`config.mk`:
```
export PLATFORM = sky130hd
export DESIGN_NAME = wb_regfile
export DESIGN_NICKNAME = d
export VERILOG_FILES = /design/src/rtl/wb_regfile_pkg.sv /design/src/rtl/regfile_array.sv /design/src/rtl/wb_regfile.sv
export SDC_FILE = /design/constraint.sdc
export NUM_CORES = 2
export LEC_CHECK = 0
export CORE_ASPECT_RATIO = 0.5
export CORE_MARGIN = 5
export CORE_UTILIZATION = 60
export DETAILED_ROUTE_END_ITERATION = 12
export DONT_BUFFER_PORTS = 1
export PLACE_DENSITY_LB_ADDON = 0.25
export SYNTH_ARGS = -nofsm -noshare
export SYNTH_HDL_FRONTEND = slang
export SYNTH_SLANG_ARGS = --single-unit
```
`constraint.sdc`:
```
create_clock -name clk -period 7.5 [get_ports clk]
set_clock_uncertainty 0.15 [all_clocks]
set_input_delay 1.5 -clock clk [delete_from_list [all_inputs] [get_ports clk]]
set_output_delay 1.5 -clock clk [all_outputs]
set_load 0.1 [all_outputs]
```
`src/rtl/wb_regfile_pkg.sv`:
```
// Shared widths, constants and the stage-register record for the write-back block.
// Imported by wb_regfile and regfile_array.
package wb_regfile_pkg;

   localparam int RegBus     = 32;
   localparam int RegAddrBus = 5;
   localparam int RegNum     = 32;
   localparam int RegNumLog2 = 5;

   localparam logic [RegBus-1:0]     ZeroWord    = '0;
   localparam logic                  RstEnable   = 1'b1;
   localparam logic                  WriteEnable = 1'b1;
   localparam logic [RegAddrBus-1:0] NOPRegAddr  = 5'b00000;

   typedef struct packed {
      logic [RegAddrBus-1:0] wd;
      logic                  wreg;
      logic [RegBus-1:0]     wdata;
   } stage_t;

   localparam stage_t Bubble = '{wd: NOPRegAddr, wreg: 1'b0, wdata: ZeroWord};

   function automatic logic stage_hit(input stage_t s, input logic [RegAddrBus-1:0] raddr);
      return (s.wreg == WriteEnable) && (s.wd == raddr);
   endfunction

endpackage

```
`src/rtl/regfile_array.sv`:
```
// 32x32 register storage: one synchronous write port, two asynchronous read ports.
// Synchronous reset clears every entry; entry 0 is never written.
module regfile_array
   import wb_regfile_pkg::*;
(
   input  logic                  clk,
   input  logic                  rst,
   input  logic                  we_i,
   input  logic [RegNumLog2-1:0] waddr_i,
   input  logic [RegBus-1:0]     wdata_i,
   input  logic [RegNumLog2-1:0] raddr1_i,
   input  logic [RegNumLog2-1:0] raddr2_i,
   output logic [RegBus-1:0]     rdata1_o,
   output logic [RegBus-1:0]     rdata2_o
);

   logic [RegBus-1:0] mem_q [RegNum];

   always_ff @(posedge clk) begin
      if (rst == RstEnable) begin
         for (int i = 0; i < RegNum; i++) begin
            mem_q[i] <= ZeroWord;
         end
      end else if ((we_i == WriteEnable) && (waddr_i != NOPRegAddr)) begin
         mem_q[waddr_i] <= wdata_i;
      end
   end

   assign rdata1_o = mem_q[raddr1_i];
   assign rdata2_o = mem_q[raddr2_i];

endmodule

```
`src/rtl/wb_regfile.sv`:
```
// EX/MEM and MEM/WB stage registers, register-file commit and decode read ports.
// WB_BYPASS_EN selects forwarding from in-flight stages; otherwise a RAW hazard raises stallreq_o.
module wb_regfile
   import wb_regfile_pkg::*;
(
   input  logic                  clk,
   input  logic                  rst,
   input  logic                  stall_i,
   input  logic                  flush_i,
   input  logic [RegAddrBus-1:0] ex_wd_i,
   input  logic                  ex_wreg_i,
   input  logic [RegBus-1:0]     ex_wdata_i,
   input  logic                  re1_i,
   input  logic                  re2_i,
   input  logic [RegAddrBus-1:0] raddr1_i,
   input  logic [RegAddrBus-1:0] raddr2_i,
   output logic [RegBus-1:0]     rdata1_o,
   output logic [RegBus-1:0]     rdata2_o,
   output logic                  stallreq_o,
   output logic [RegAddrBus-1:0] mem_wd_o,
   output logic                  mem_wreg_o,
   output logic [RegBus-1:0]     mem_wdata_o,
   output logic [RegAddrBus-1:0] wb_wd_o,
   output logic                  wb_wreg_o,
   output logic [RegBus-1:0]     wb_wdata_o
);

   stage_t            ex_in;
   stage_t            ex_mem_q, ex_mem_d;
   stage_t            mem_wb_q, mem_wb_d;
   logic              commit_we;
   logic [RegBus-1:0] arr_rdata1, arr_rdata2;

   assign ex_in = '{wd: ex_wd_i, wreg: ex_wreg_i, wdata: ex_wdata_i};

   always_comb begin
      ex_mem_d = ex_mem_q;
      mem_wb_d = mem_wb_q;
      if (flush_i) begin
         ex_mem_d = Bubble;
         mem_wb_d = Bubble;
      end else if (!stall_i) begin
         ex_mem_d = ex_in;
         mem_wb_d = ex_mem_q;
      end
   end

   always_ff @(posedge clk) begin
      if (rst == RstEnable) begin
         ex_mem_q <= Bubble;
         mem_wb_q <= Bubble;
      end else begin
         ex_mem_q <= ex_mem_d;
         mem_wb_q <= mem_wb_d;
      end
   end

   // Commit is independent of stall/flush: rewriting the held MEM/WB value is harmless.
   assign commit_we = (mem_wb_q.wreg == WriteEnable) && (mem_wb_q.wd != NOPRegAddr);

   regfile_array u_array (
      .clk      (clk),
      .rst      (rst),
      .we_i     (commit_we),
      .waddr_i  (mem_wb_q.wd),
      .wdata_i  (mem_wb_q.wdata),
      .raddr1_i (raddr1_i),
      .raddr2_i (raddr2_i),
      .rdata1_o (arr_rdata1),
      .rdata2_o (arr_rdata2)
   );

   function automatic logic [RegBus-1:0] read_port(
      input logic                  rst_v,
      input logic                  re,
      input logic [RegAddrBus-1:0] raddr,
      input logic [RegBus-1:0]     arr,
      input stage_t                ex,
      input stage_t                em,
      input stage_t                mw
   );
      if ((rst_v == RstEnable) || !re || (raddr == NOPRegAddr)) begin
         return ZeroWord;
      end
`ifdef WB_BYPASS_EN
      if (stage_hit(ex, raddr)) return ex.wdata;
      if (stage_hit(em, raddr)) return em.wdata;
      if (stage_hit(mw, raddr)) return mw.wdata;
`else
      if (stage_hit(ex, raddr) || stage_hit(em, raddr) || stage_hit(mw, raddr)) begin
         return arr;
      end
`endif
      return arr;
   endfunction

   assign rdata1_o = read_port(rst, re1_i, raddr1_i, arr_rdata1, ex_in, ex_mem_q, mem_wb_q);
   assign rdata2_o = read_port(rst, re2_i, raddr2_i, arr_rdata2, ex_in, ex_mem_q, mem_wb_q);

`ifdef WB_BYPASS_EN
   assign stallreq_o = 1'b0;
`else
   function automatic logic hazard(
      input logic                  re,
      input logic [RegAddrBus-1:0] raddr,
      input stage_t                ex,
      input stage_t                em,
      input stage_t                mw
   );
      return re && (raddr != NOPRegAddr) &&
             (stage_hit(ex, raddr) || stage_hit(em, raddr) || stage_hit(mw, raddr));
   endfunction

   assign stallreq_o = (rst != RstEnable) &&
                       (hazard(re1_i, raddr1_i, ex_in, ex_mem_q, mem_wb_q) ||
                        hazard(re2_i, raddr2_i, ex_in, ex_mem_q, mem_wb_q));
`endif

   assign mem_wd_o    = ex_mem_q.wd;
   assign mem_wreg_o  = ex_mem_q.wreg;
   assign mem_wdata_o = ex_mem_q.wdata;
   assign wb_wd_o     = mem_wb_q.wd;
   assign wb_wreg_o   = mem_wb_q.wreg;
   assign wb_wdata_o  = mem_wb_q.wdata;

endmodule

```
# Word level (Yosys, flattened, before mapping)
# Memory sizes are Yosys's and may differ from the RTL's.
# Index checks and enable logic that the tools add are counted.
# totals
ram_bits	1024
ff_bits	76
mem_count	1
# op_classes
mux	22
bitwise_logic	1
eq_ne	6
reduce_logical	31
# mem_list
memory	words	width	read_ports	rd_ports_with_merged_regs	wr	line	rtl
u_array.mem_q	32	32	2	0	32	regfile_array.sv:17	logic [RegBus-1:0] mem_q [RegNum];
# ops
op	n
$mux 32	9
$reduce_or 32->1	1
$eq 5x5->1	6
$reduce_bool 5->1	3
$logic_and 1x1->1	13
$mux 1	12
$logic_not 5->1	2
$logic_or 1x1->1	9
$mux 5	1
$logic_not 1->1	2
$reduce_or 2->1	1
$not 1->1	1

# Depth between registers and ports, before layout
# logic_depth
depth_word	8
mapped_depth	9

# Cells and area by module
# Synthesis repeated with hierarchy kept, for this count alone.
# hier_totals
cells_unflattened	4975
hier_area_um2	59519.6
# modules_own_cells
mod	cells_per_inst	n_inst	area_per_inst_um2	seq_area_each_um2
regfile_array	4605	1	55896.1	30749.5
wb_regfile	370	1	3623.5	1521.5

# Worst setup path after synthesis
# OpenSTA, ideal clock, no wires.
# synth_path
path_type	input to output
from	input raddr2_i[0]
to	output rdata2_o[0]
setup_slack_ns	1.036
path_stages	9
t_arrival_ns	4.814
path_buffers	6
cell_sequence	buf_6 buf_6 buf_6 buf_6 buf_6 buf_4 a31oi_1 a221oi_1 a211oi_1
# synth_via
elab_chain_len	8
# synth_rtl
element	line	rtl
start, declared	wb_regfile.sv:16	input logic [RegAddrBus-1:0] raddr2_i,
branches (longest 7 deep; another with $mem_v2 32x32)	n/a	
$mux 32 (*)	wb_regfile.sv:90	if (stage_hit(ex, raddr) || stage_hit(em, raddr) || stage_hit(mw, raddr)) begin
end, declared	wb_regfile.sv:18	output logic [RegBus-1:0] rdata2_o,
# Mark *: on every way between the ends. The select of a mux whose other input is x is not followed.

# Worst setup path after layout
# layout_path
from	input raddr2_i[0]
to	output rdata2_o[19]
# The elaborated chain is that of the path after synthesis.

==> run metrics <==
compound-gate portion of the synthesized area under 10%; maximum number of pins on one net before global-route repair 261; proportion of netlist area held by the largest area contributor 53.3%; PostCTS Resize Cnt 0; flop and latch count out of synthesis 1100; filler cell count in the final layout 6490; class of the tightest hold or removal check reg -> reg; CORE AREA 95300 sq um; Nets 3836; transition at the pin with the smallest max-transition slack 1.36 ns; commonest non-fill, non-tap cells in the layout edfxtp_1, and2_1, mux4_2; multi-input logic area 24600 sq um; Post-Place Worst Slack 1.76 ns; Total Routing Usage GR 36.0%; Die ar. 103000 sq um; half-perimeter wire length of the detailed placement result 103 mm; proportion of synthesized area in mux cells between 20% and 30%; Setup Viol. Count Final 0; synthesized area divided by synthesized cell count roughly 15 sq um; number of buffers inserted by port buffering 0; Die Wd 448 microns; worst-path maximum fanout 234; remaining antenna violation count after routing 0; Peak Freq between 150 and 200 MHz; postcts setup bufs 0; P per Cell Area 212 nW/um^2; series of cell instances along the critical path nor2b_4, buf_4, a21oi_1, a221oi_1, a211oi_4, buf_4; max-cap violations 0; share of cells above drive strength 1 25.8%; YS warnings 0; I/O pin total 195; longest individual stage delay on the worst path between 1 and 1.5 ns; element type at the critical path start input port; maximum VDD drop 0.144 mV; accumulated negative setup slack 0 ns; CP max stage cell a221oi_1; number of clock sinks seen by CTS 1100; H-tree depth 3; Routed Wire Length ~190 mm; CTS tree done; area share of xor/xnor cells in the synthesized design less than 1%; wire per inst 36.1 microns; remaining design rule violation count 0; share of flip-flops with an asynchronous set or reset 0%; clock edge transition at the registers on the reported setup and hold paths approximately 0.070 ns; starting density of the core between 60 and 70%; top_reg_cell synth edfxtp_1; total congestion overflow after global routing 0; final worst slack 1.05 ns; overall die height 229 microns; 1st-iter DRT viols 6584; Reg area 32300 sq um; number of hold buffers added after cts 0; total via count after detailed routing 37200; Unique masters post-synth 46; post-synthesis sequential area ratio 56.0%; Area contributors post-synth edfxtp_1, mux4_2, and2_1; count of flip-flops with a built-in enable after synthesis 1024; dominant combinational cell family by area after synthesis multiplexers; relative max-transition margin 9.04%; most common library cell in the layout ignoring fill and taps edfxtp_1; vias per std cell around 7.2; DRT Pass-1 Iters 5; vias in the first global route 36600; row count 80; data required time at the worst endpoint 5.85 ns; RSZ-0062 raised after global routing false; Synth-to-Final Area Change 9.45%; time the final worst path needs with I/O delays and setup between 6 and 7 ns; root buf cell clkbuf_16; TritonCTS Buffers 100; sort of element at the end of the critical path output pin; Final Max Slew Viols 0; count of mapped cells out of synthesis 3917; clock buffer depth 3; share of synthesized cell area in full adder, half adder and majority cells 0%; Most common cell on crit path buf_4; clock latency at the later pin of the worst-skew pair 0.70 ns; number of antenna violations at the first check in global routing 10; data arrival at the endpoint of the critical path between 4 and 5 ns; run status complete, no violations; crit share post-route 86.1%; critical path class in -> out; combined area of all synthesized cells roughly 58000 sq um; critical path buffer and inverter count 2; simple-gate share of the synthesized area 12.3%; placer's final routability congestion estimate 0.923; largest area contributor in the synthesized netlist edfxtp_1; number of hold violations in the final report 0; first-pass GRT wire length 263 mm; cell family with the largest share of critical-path delay compound AO/OA/AOI/OAI gates; leak pwr 22.7 nW
[layout make-up]
| type | count | share of cell area (%) |
|---|---|---|
| sequential | 1100 | 51.2 |
| multi-input combinational | 2422 | 39.0 |
| clock buffer | 127 | 4.29 |
| tap | 1271 | 2.52 |
| timing repair buffer | 157 | 2.39 |
| clock inverter | 54 | 0.630 |
| antenna | 2 | 0.00793 |
| inverter | 1 | 0.00595 |
[power by group]
| group | switching [mW] | internal [mW] |
|---|---|---|
| Sequential | 0.175 | 6.88 |
| Combinational | 0.781 | 0.538 |
| Clock | 2.30 | 2.72 |
[cell families (layout without fill, tap and decap cells)]
group           count (synthesis)  in the layout
xor+xnor                       30             30
other cells                     1             34
mux                           842            842
compound gates                321            321
flops                        1100           1100
simple gates                 1197           1197
buf+inv                       426            339
[state kept, by name, summed over array words and instances, names as in the netlist]
name,count
mem_wd_o,5
wb_wdata_o,32
mem_wdata_o,32
wb_wreg_o,1
wb_wd_o,5
u_array.mem_q,1024
mem_wreg_o,1
[path summary, 6_finish.rpt]
check	from	end	slack, ns	depth (start not counted)
setup reg to reg	wb_wreg_o	u_array.mem_q[9][3]	3.93	6
hold / removal	wb_wdata_o[13]	wb_wdata_o[13]	0.34	2
hold reg to reg	wb_wdata_o[13]	wb_wdata_o[13]	0.34	2
setup / recovery	raddr2_i[0]	rdata2_o[19]	1.05	6
[cells in the mapped netlist, types with 2 or more instances]
| library cell | count |
|---|---|
| a211oi_1 | 16 |
| nor2_1 | 112 |
| buf_1 | 29 |
| or2_2 | 3 |
| mux4_1 | 4 |
| edfxtp_1 | 1024 |
| or3_1 | 4 |
| and2_1 | 992 |
| a31oi_1 | 32 |
| nand3_1 | 9 |
| dfxtp_1 | 76 |
| o2111ai_1 | 16 |
| mux2i_1 | 315 |
| a221oi_1 | 42 |
| o221ai_1 | 48 |
| mux4_2 | 413 |
| mux2_2 | 110 |
| nor3_1 | 17 |
| a21oi_1 | 47 |
| clkbuf_1 | 290 |
| nand2b_1 | 2 |
| o22a_1 | 32 |
| nand2_1 | 38 |
| nor4_1 | 6 |
| xor2_1 | 24 |
| a22oi_1 | 16 |
| nand3b_1 | 6 |
| buf_4 | 8 |
| o21ai_0 | 32 |
| buf_6 | 19 |
| buf_2 | 79 |
| xnor2_1 | 6 |
| a221oi_2 | 5 |
| o22ai_1 | 31 |
| nor2b_1 | 3 |
[per-layer routing]
| metal | GRT usage, % | share of wire [%] | up-vias |
|---|---|---|---|
| met5 | 0 | 0.0070 | - |
| met4 | 11.4 | 3.6 | 2 |
| met3 | 16.4 | 18 | 461 |
| met2 | 50.8 | 43 | 3010 |
| met1 | 50.2 | 35 | 19000 |
| li1 | - | - | 14600 |
[stage by stage]
step                hold slack (ns)  power (mW)  instance area [sq um]  instances  utilization (%)
CTS                           0.346        13.3                  63100       5132             66.2
global placement              0.318        8.41                  60000       4951             63.0
finish                        0.345        13.4                  63100       5134             66.2
floorplan                     0.835        8.13                  57800       3948                -
detailed placement            0.331        8.44                  60000       4951             63.0
global route                  0.363        13.7                  63100       5132             66.2
[worst reg2reg max path, stage by stage (launching register included)]
cell and delay [ns]:
dfxtp_1 1.11, nand2b_1 0.21, nor2_1 0.15, nand2_1 0.07, buf_4 0.27, o21ai_4 0.68
buf_4 0.55
(Power assumes the default switching activity.)
